**config.mk**
```make
export PLATFORM = sky130hd
export DESIGN_NAME = branch_resolve
export DESIGN_NICKNAME = d
export VERILOG_FILES = /design/src/rtl/branch_pkg.sv /design/src/rtl/branch_cmp.sv /design/src/rtl/branch_resolve.sv
export SDC_FILE = /design/constraint.sdc
export NUM_CORES = 1
export LEC_CHECK = 0
export ABC_AREA = 1
export BUFFER_PORTS_ARGS = -buffer_cell sky130_fd_sc_hd__buf_4
export CELL_PAD_IN_SITES_DETAIL_PLACEMENT = 1
export CELL_PAD_IN_SITES_GLOBAL_PLACEMENT = 2
export CORE_ASPECT_RATIO = 1.75
export CORE_UTILIZATION = 26
export CTS_CLUSTER_DIAMETER = 60
export DETAILED_ROUTE_END_ITERATION = 16
export PLACE_DENSITY_LB_ADDON = 0.1
export SYNTH_ARGS = -nofsm -noshare
export SYNTH_HDL_FRONTEND = slang
export SYNTH_SLANG_ARGS = --single-unit
```
**constraint.sdc**
```tcl
create_clock -name clk_i -period 4.3 [get_ports clk_i]
set_clock_uncertainty 0.05 [all_clocks]
set_input_delay 0.86 -clock clk_i [delete_from_list [all_inputs] [get_ports clk_i]]
set_output_delay 0.86 -clock clk_i [all_outputs]
set_load 0.02 [all_outputs]
```
**src/rtl/branch_pkg.sv**
```systemverilog
// rtl/branch_pkg.sv - shared branch encodings, width default and direction helpers
package branch_pkg;

   localparam int XLEN_DEFAULT = 32;

   typedef enum logic [2:0] {
      F3_BEQ  = 3'b000,
      F3_BNE  = 3'b001,
      F3_BLT  = 3'b100,
      F3_BGE  = 3'b101,
      F3_BLTU = 3'b110,
      F3_BGEU = 3'b111
   } funct3_e;

   function automatic logic f3_is_legal(input logic [2:0] f3);
      return (f3 != 3'b010) && (f3 != 3'b011);
   endfunction

   // Unsupported encodings resolve not-taken so mispredict tracks the prediction.
   function automatic logic branch_taken(input logic [2:0] f3, input logic eq,
                                         input logic lt_s, input logic lt_u);
      logic t;
      t = 1'b0;
      case (funct3_e'(f3))
         F3_BEQ:  t = eq;
         F3_BNE:  t = !eq;
         F3_BLT:  t = lt_s;
         F3_BGE:  t = !lt_s;
         F3_BLTU: t = lt_u;
         F3_BGEU: t = !lt_u;
         default: t = 1'b0;
      endcase
      return t;
   endfunction

endpackage

```
**src/rtl/branch_cmp.sv**
```systemverilog
// rtl/branch_cmp.sv - combinational equal / signed-less / unsigned-less comparator
module branch_cmp #(
   parameter int XLEN = 32
) (
   input  logic [XLEN-1:0] a_i,
   input  logic [XLEN-1:0] b_i,
   output logic            eq_o,
   output logic            lt_s_o,
   output logic            lt_u_o
);

   assign eq_o   = (a_i == b_i);
   assign lt_s_o = ($signed(a_i) < $signed(b_i));
   assign lt_u_o = (a_i < b_i);

endmodule

```
**src/rtl/branch_resolve.sv**
```systemverilog
// rtl/branch_resolve.sv - branch resolve stage; BRANCH_RESOLVE_STATS_EN adds branch/mispredict counters
module branch_resolve
   import branch_pkg::*;
#(
   parameter int XLEN = XLEN_DEFAULT
) (
   input  logic            clk_i,
   input  logic            rst_i,
   input  logic            in_valid_i,
   output logic            in_ready_o,
   input  logic [XLEN-1:0] rs1_i,
   input  logic [XLEN-1:0] rs2_i,
   input  logic [2:0]      funct3_i,
   input  logic [XLEN-1:0] pc_i,
   input  logic [XLEN-1:0] imm_i,
   input  logic            pred_taken_i,
   input  logic            flush_i,
   output logic            out_valid_o,
   input  logic            out_ready_i,
   output logic            taken_o,
   output logic [XLEN-1:0] target_o,
   output logic            mispredict_o,
   output logic            illegal_o
`ifdef BRANCH_RESOLVE_STATS_EN
   ,
   output logic [31:0]     stat_branches_o,
   output logic [31:0]     stat_mispredicts_o
`endif
);

   logic            w_eq;
   logic            w_lt_s;
   logic            w_lt_u;
   logic            w_taken;
   logic            w_illegal;
   logic [XLEN-1:0] w_target;
   logic            w_accept;
   logic            w_out_hs;

   logic            r_valid;
   logic            r_taken;
   logic [XLEN-1:0] r_target;
   logic            r_mispredict;
   logic            r_illegal;

   branch_cmp #(.XLEN(XLEN)) u_cmp (
      .a_i    (rs1_i),
      .b_i    (rs2_i),
      .eq_o   (w_eq),
      .lt_s_o (w_lt_s),
      .lt_u_o (w_lt_u)
   );

   assign w_illegal = !f3_is_legal(funct3_i);
   assign w_taken   = branch_taken(funct3_i, w_eq, w_lt_s, w_lt_u);
   assign w_target  = pc_i + imm_i;

   assign in_ready_o = !r_valid || out_ready_i;
   assign w_accept   = in_valid_i && in_ready_o && !flush_i;
   assign w_out_hs   = r_valid && out_ready_i;

   // Flush outranks both handshakes: the held result and any incoming request are dropped.
   always_ff @(posedge clk_i) begin
      if (rst_i) begin
         r_valid      <= 1'b0;
         r_taken      <= 1'b0;
         r_target     <= '0;
         r_mispredict <= 1'b0;
         r_illegal    <= 1'b0;
      end else if (flush_i) begin
         r_valid <= 1'b0;
      end else if (w_accept) begin
         r_valid      <= 1'b1;
         r_taken      <= w_taken;
         r_target     <= w_target;
         r_mispredict <= w_taken ^ pred_taken_i;
         r_illegal    <= w_illegal;
      end else if (w_out_hs) begin
         r_valid <= 1'b0;
      end
   end

   assign out_valid_o  = r_valid;
   assign taken_o      = r_taken;
   assign target_o     = r_target;
   assign mispredict_o = r_mispredict;
   assign illegal_o    = r_illegal;

`ifdef BRANCH_RESOLVE_STATS_EN
   logic [31:0] r_stat_branches;
   logic [31:0] r_stat_mispredicts;

   // Only legal branches leaving the stage are counted; flushed results never count.
   always_ff @(posedge clk_i) begin
      if (rst_i) begin
         r_stat_branches    <= '0;
         r_stat_mispredicts <= '0;
      end else if (w_out_hs && !flush_i && !r_illegal) begin
         r_stat_branches <= r_stat_branches + 32'd1;
         if (r_mispredict)
            r_stat_mispredicts <= r_stat_mispredicts + 32'd1;
      end
   end

   assign stat_branches_o    = r_stat_branches;
   assign stat_mispredicts_o = r_stat_mispredicts;
`endif

endmodule

```
==> metrics.md <==
| Metric | Value |
|---|---|
| Status | `completed` |
| Register area share after synthesis | `17.34%` |
| Register clock-pin slew on the reported worst setup and hold paths | `60 ps` |
| Starting density of the core | `26.88%` |
| DR DRC count | `0` |
| Detailed Routing Iterations Pass 1 | `4` |
| Final WL | `15.71 mm` |
| Met3 routed WL | `467 µm` |
| Cells after DPL | `1,008` |
| Nets@finish | `1,030` |
| Worst-Skew Late Latency | `280 ps` |
| Drt wl/cell | `15.47 µm` |
| Endpoints failing hold | `0` |
| Startpoint types | `input pin` |
| PostCTS Resize Cnt | `0` |
| All-Layer GR Usage | `between 10% and 20%` |
| Area Overhead vs Synth | `38.95%` |
| H-tree depth | `2` |
| Slew of the pin with the lowest slew margin | `around 730 ps` |
| Non-filler instance count after layout | `around 1,000` |
| Die X | `97.58 µm` |
| Setup violators final | `0` |
| CTS max path bufs | `2` |
| CTS Buf Count | `5` |
| Via count | `4,867` |
| Hold Startpoint | `target_o[2]` |
| Largest net degree at the start of global routing | `47` |
| Grt total ovfl | `0` |
| Syn Area/Cell | `around 6.3 µm²` |
| Fillers | `2,048` |
| Cell Area, Placed | `5642 µm²` |
| Highest clock rate | `358.4 MHz` |
| Tightest Hold Check Type | `flop to flop` |
| CTS tree | `done` |
| Gate count of the mapped netlist | `658` |
| Top Metal Used | `met4` |
| Post-route cell area | `5776 µm²` |
| Syn_nets | `859` |
| Min Tclk post-route | `roughly 2800 ps` |
| 1st-iter DRT viols | `between 100 and 150` |
| Critical path origin | `pc_i[0]` |
| Setup crit end kind | `flop` |
| Slew Viols, Final | `0` |
| Critical path data arrival time | `slightly below 3000 ps` |
| Most common cell after layout, fill and taps aside | `buf_4` |
| Synth top area share | `between 10% and 20%` |
| DIE AREA | `16,520 µm²` |
| WL met1 | `5.502 mm` |
| Power Density | `232.7 nW/µm²` |
| Top cells by area, synth | `ha_1 (19%), dfxtp_1 (17%), inv_1 (11%), nor2_1 (10%), nand2_1 (8.9%)` |
| P_sw | `roughly 0.00051 W` |
| Synthesis-stage register bit count | `36` |
| Worst-path fanout max | `4` |
| Routed wl met2 | `9.371 mm` |
| Final GP Congestion | `0.8345` |
| Post-synth top area cell | `ha_1` |
| R2r startpoint | `out_valid_o` |
| Synth Warn # | `0` |
| Hold_buf cts | `0` |
| Final Hold Slack | `462.4 ps` |
| Combinational group share of total power | `45.7%` |
| Relative slew margins | `between 50% and 60%` |
| Ports | `between 150 and 200` |
| Most frequent cells in the layout | `buf_4 (174), inv_1 (119), nor2_1 (113), nand2_1 (98), ha_1 (63)` |
| Number of global-route vias before repair | `5,222` |
| # diodes | `0` |
| CP Class | `input pin to flop` |
| Max-capacitance violation count | `0` |
| Max VDD drop | `roughly 0.13 mV` |
| Distinct cells, synth | `42` |
| Cell area after synthesis | `between 4000 and 5000 µm²` |
| Port bufs | `173` |
| Period utilization | `between 60 and 70%` |
| Via/cell ratio | `about 4.8` |
| Initial antenna violation count | `0` |
| Clock Sinks | `36` |
| Die height | `about 170 µm` |
| Net Sw Frac | `a little under two fifths` |
| Clk network pwr share | `26.2%` |
| Worst endpoint required time | `roughly 4400 ps` |
| Clock Root Buffer | `clkbuf_16` |
| LEAKAGE | `3.202 nW` |
| First-pass GRT wire length | `25.20 mm` |
| Sequential fraction of design power | `28.1%` |
| Post-CTS setup buffer count | `0` |
| Core Rows | `60` |
| Post-route setup TNS | `0 ps` |
| ANT nets after route | `0` |
| Post-DP HPWL | `13.92 mm` |
| Unrepaired setup endpoints after global routing | `no` |
| Core Box Area | `15,460 µm²` |
| Share of cells above drive strength 1 | `about a quarter` |
| Power Internal | `0.0008372 W` |
final timing paths:
kind	endpoint	slack (ps)	cells past startpoint
max reg2reg	target_o[22]	2760	7
min reg2reg	target_o[2]	460	2
min	target_o[2]	460	2
max	target_o[26]	1510	12
cells in the mapped netlist, drive strengths merged:
library cell	n
inv	121
o221ai	1
a21oi	48
dfxtp	36
a21o	7
xnor2	7
a31oi	2
nor3b	1
a211oi	2
nor4	3
nand2	101
a21boi	3
nand3	29
a31o	2
and3	1
o21ai	56
buf	2
a221o	1
nand3b	2
o21bai	3
ha	63
clkbuf	8
o21a	3
fa	1
nor3	8
a221oi	3
xor2	16
o211ai	4
nor2	115
nand4	9
metal layers:
layer  up-vias  track usage, %
met2       116           41.62
met4         0           6.266
met3        17           1.236
met1      2250           18.18
met5         -               0
li1       2484               -
final cells by class:
cell class	count	area, µm²	area share [%]
timing repair buffer	174	1306	22.62
clock inverter	1	5.005	0.08666
inverter	121	454.2	7.864
multi-input combinational	491	2928	50.69
tap	186	232.7	4.029
clock buffer	6	128.9	2.231
sequential	36	720.7	12.48
power groups by stage:
stage | Clock (W) | Sequential [W] | Combinational, W
finish | 0.000352 | 0.000378 | 0.000614
global route | 0.000380 | 0.000380 | 0.000690
CTS | 0.000368 | 0.000379 | 0.000626
detailed placement | 0 | 0.000386 | 0.000624
global placement | 0 | 0.000385 | 0.000612
floorplan | 0 | 0.000411 | 0.000333
per-stage QoR:
step | utilization (%) | total power, W | setup slack (ps)
2_1_floorplan | - | 0.0007435 | 1766
3_3_place_gp | 36.48 | 0.0009974 | 1206
3_5_place_dp | 36.48 | 0.001010 | 1204
4_1_cts | 37.35 | 0.001373 | 1503
5_1_grt | 37.35 | 0.001450 | 1383
6_report | 37.35 | 0.001344 | 1510
flip-flops by register name (all words and copies together) (netlist names):
name	cells
illegal_o	1
mispredict_o	1
out_valid_o	1
taken_o	1
target_o	32
worst max-delay path, cell delays in order:
cell and delay (ps):
buf_4 80, ha_1 160, inv_1 50, fa_1 410, o21ai_2 340, a21boi_2 170
o21ai_1 340, nand4_1 140, o211ai_1 140, nor2_1 60, o21ai_1 130, inv_1 50
kinds of logic after synthesis:
| logic type | synth area share, % |
|---|---|
| fa+ha+maj | 19.45 |
| compound gates | 19.03 |
| xor+xnor | 4.846 |
| buf+inv | 12.34 |
| simple gates | 27.00 |
| flops | 17.34 |
Power figures use the tool's default switching activity.
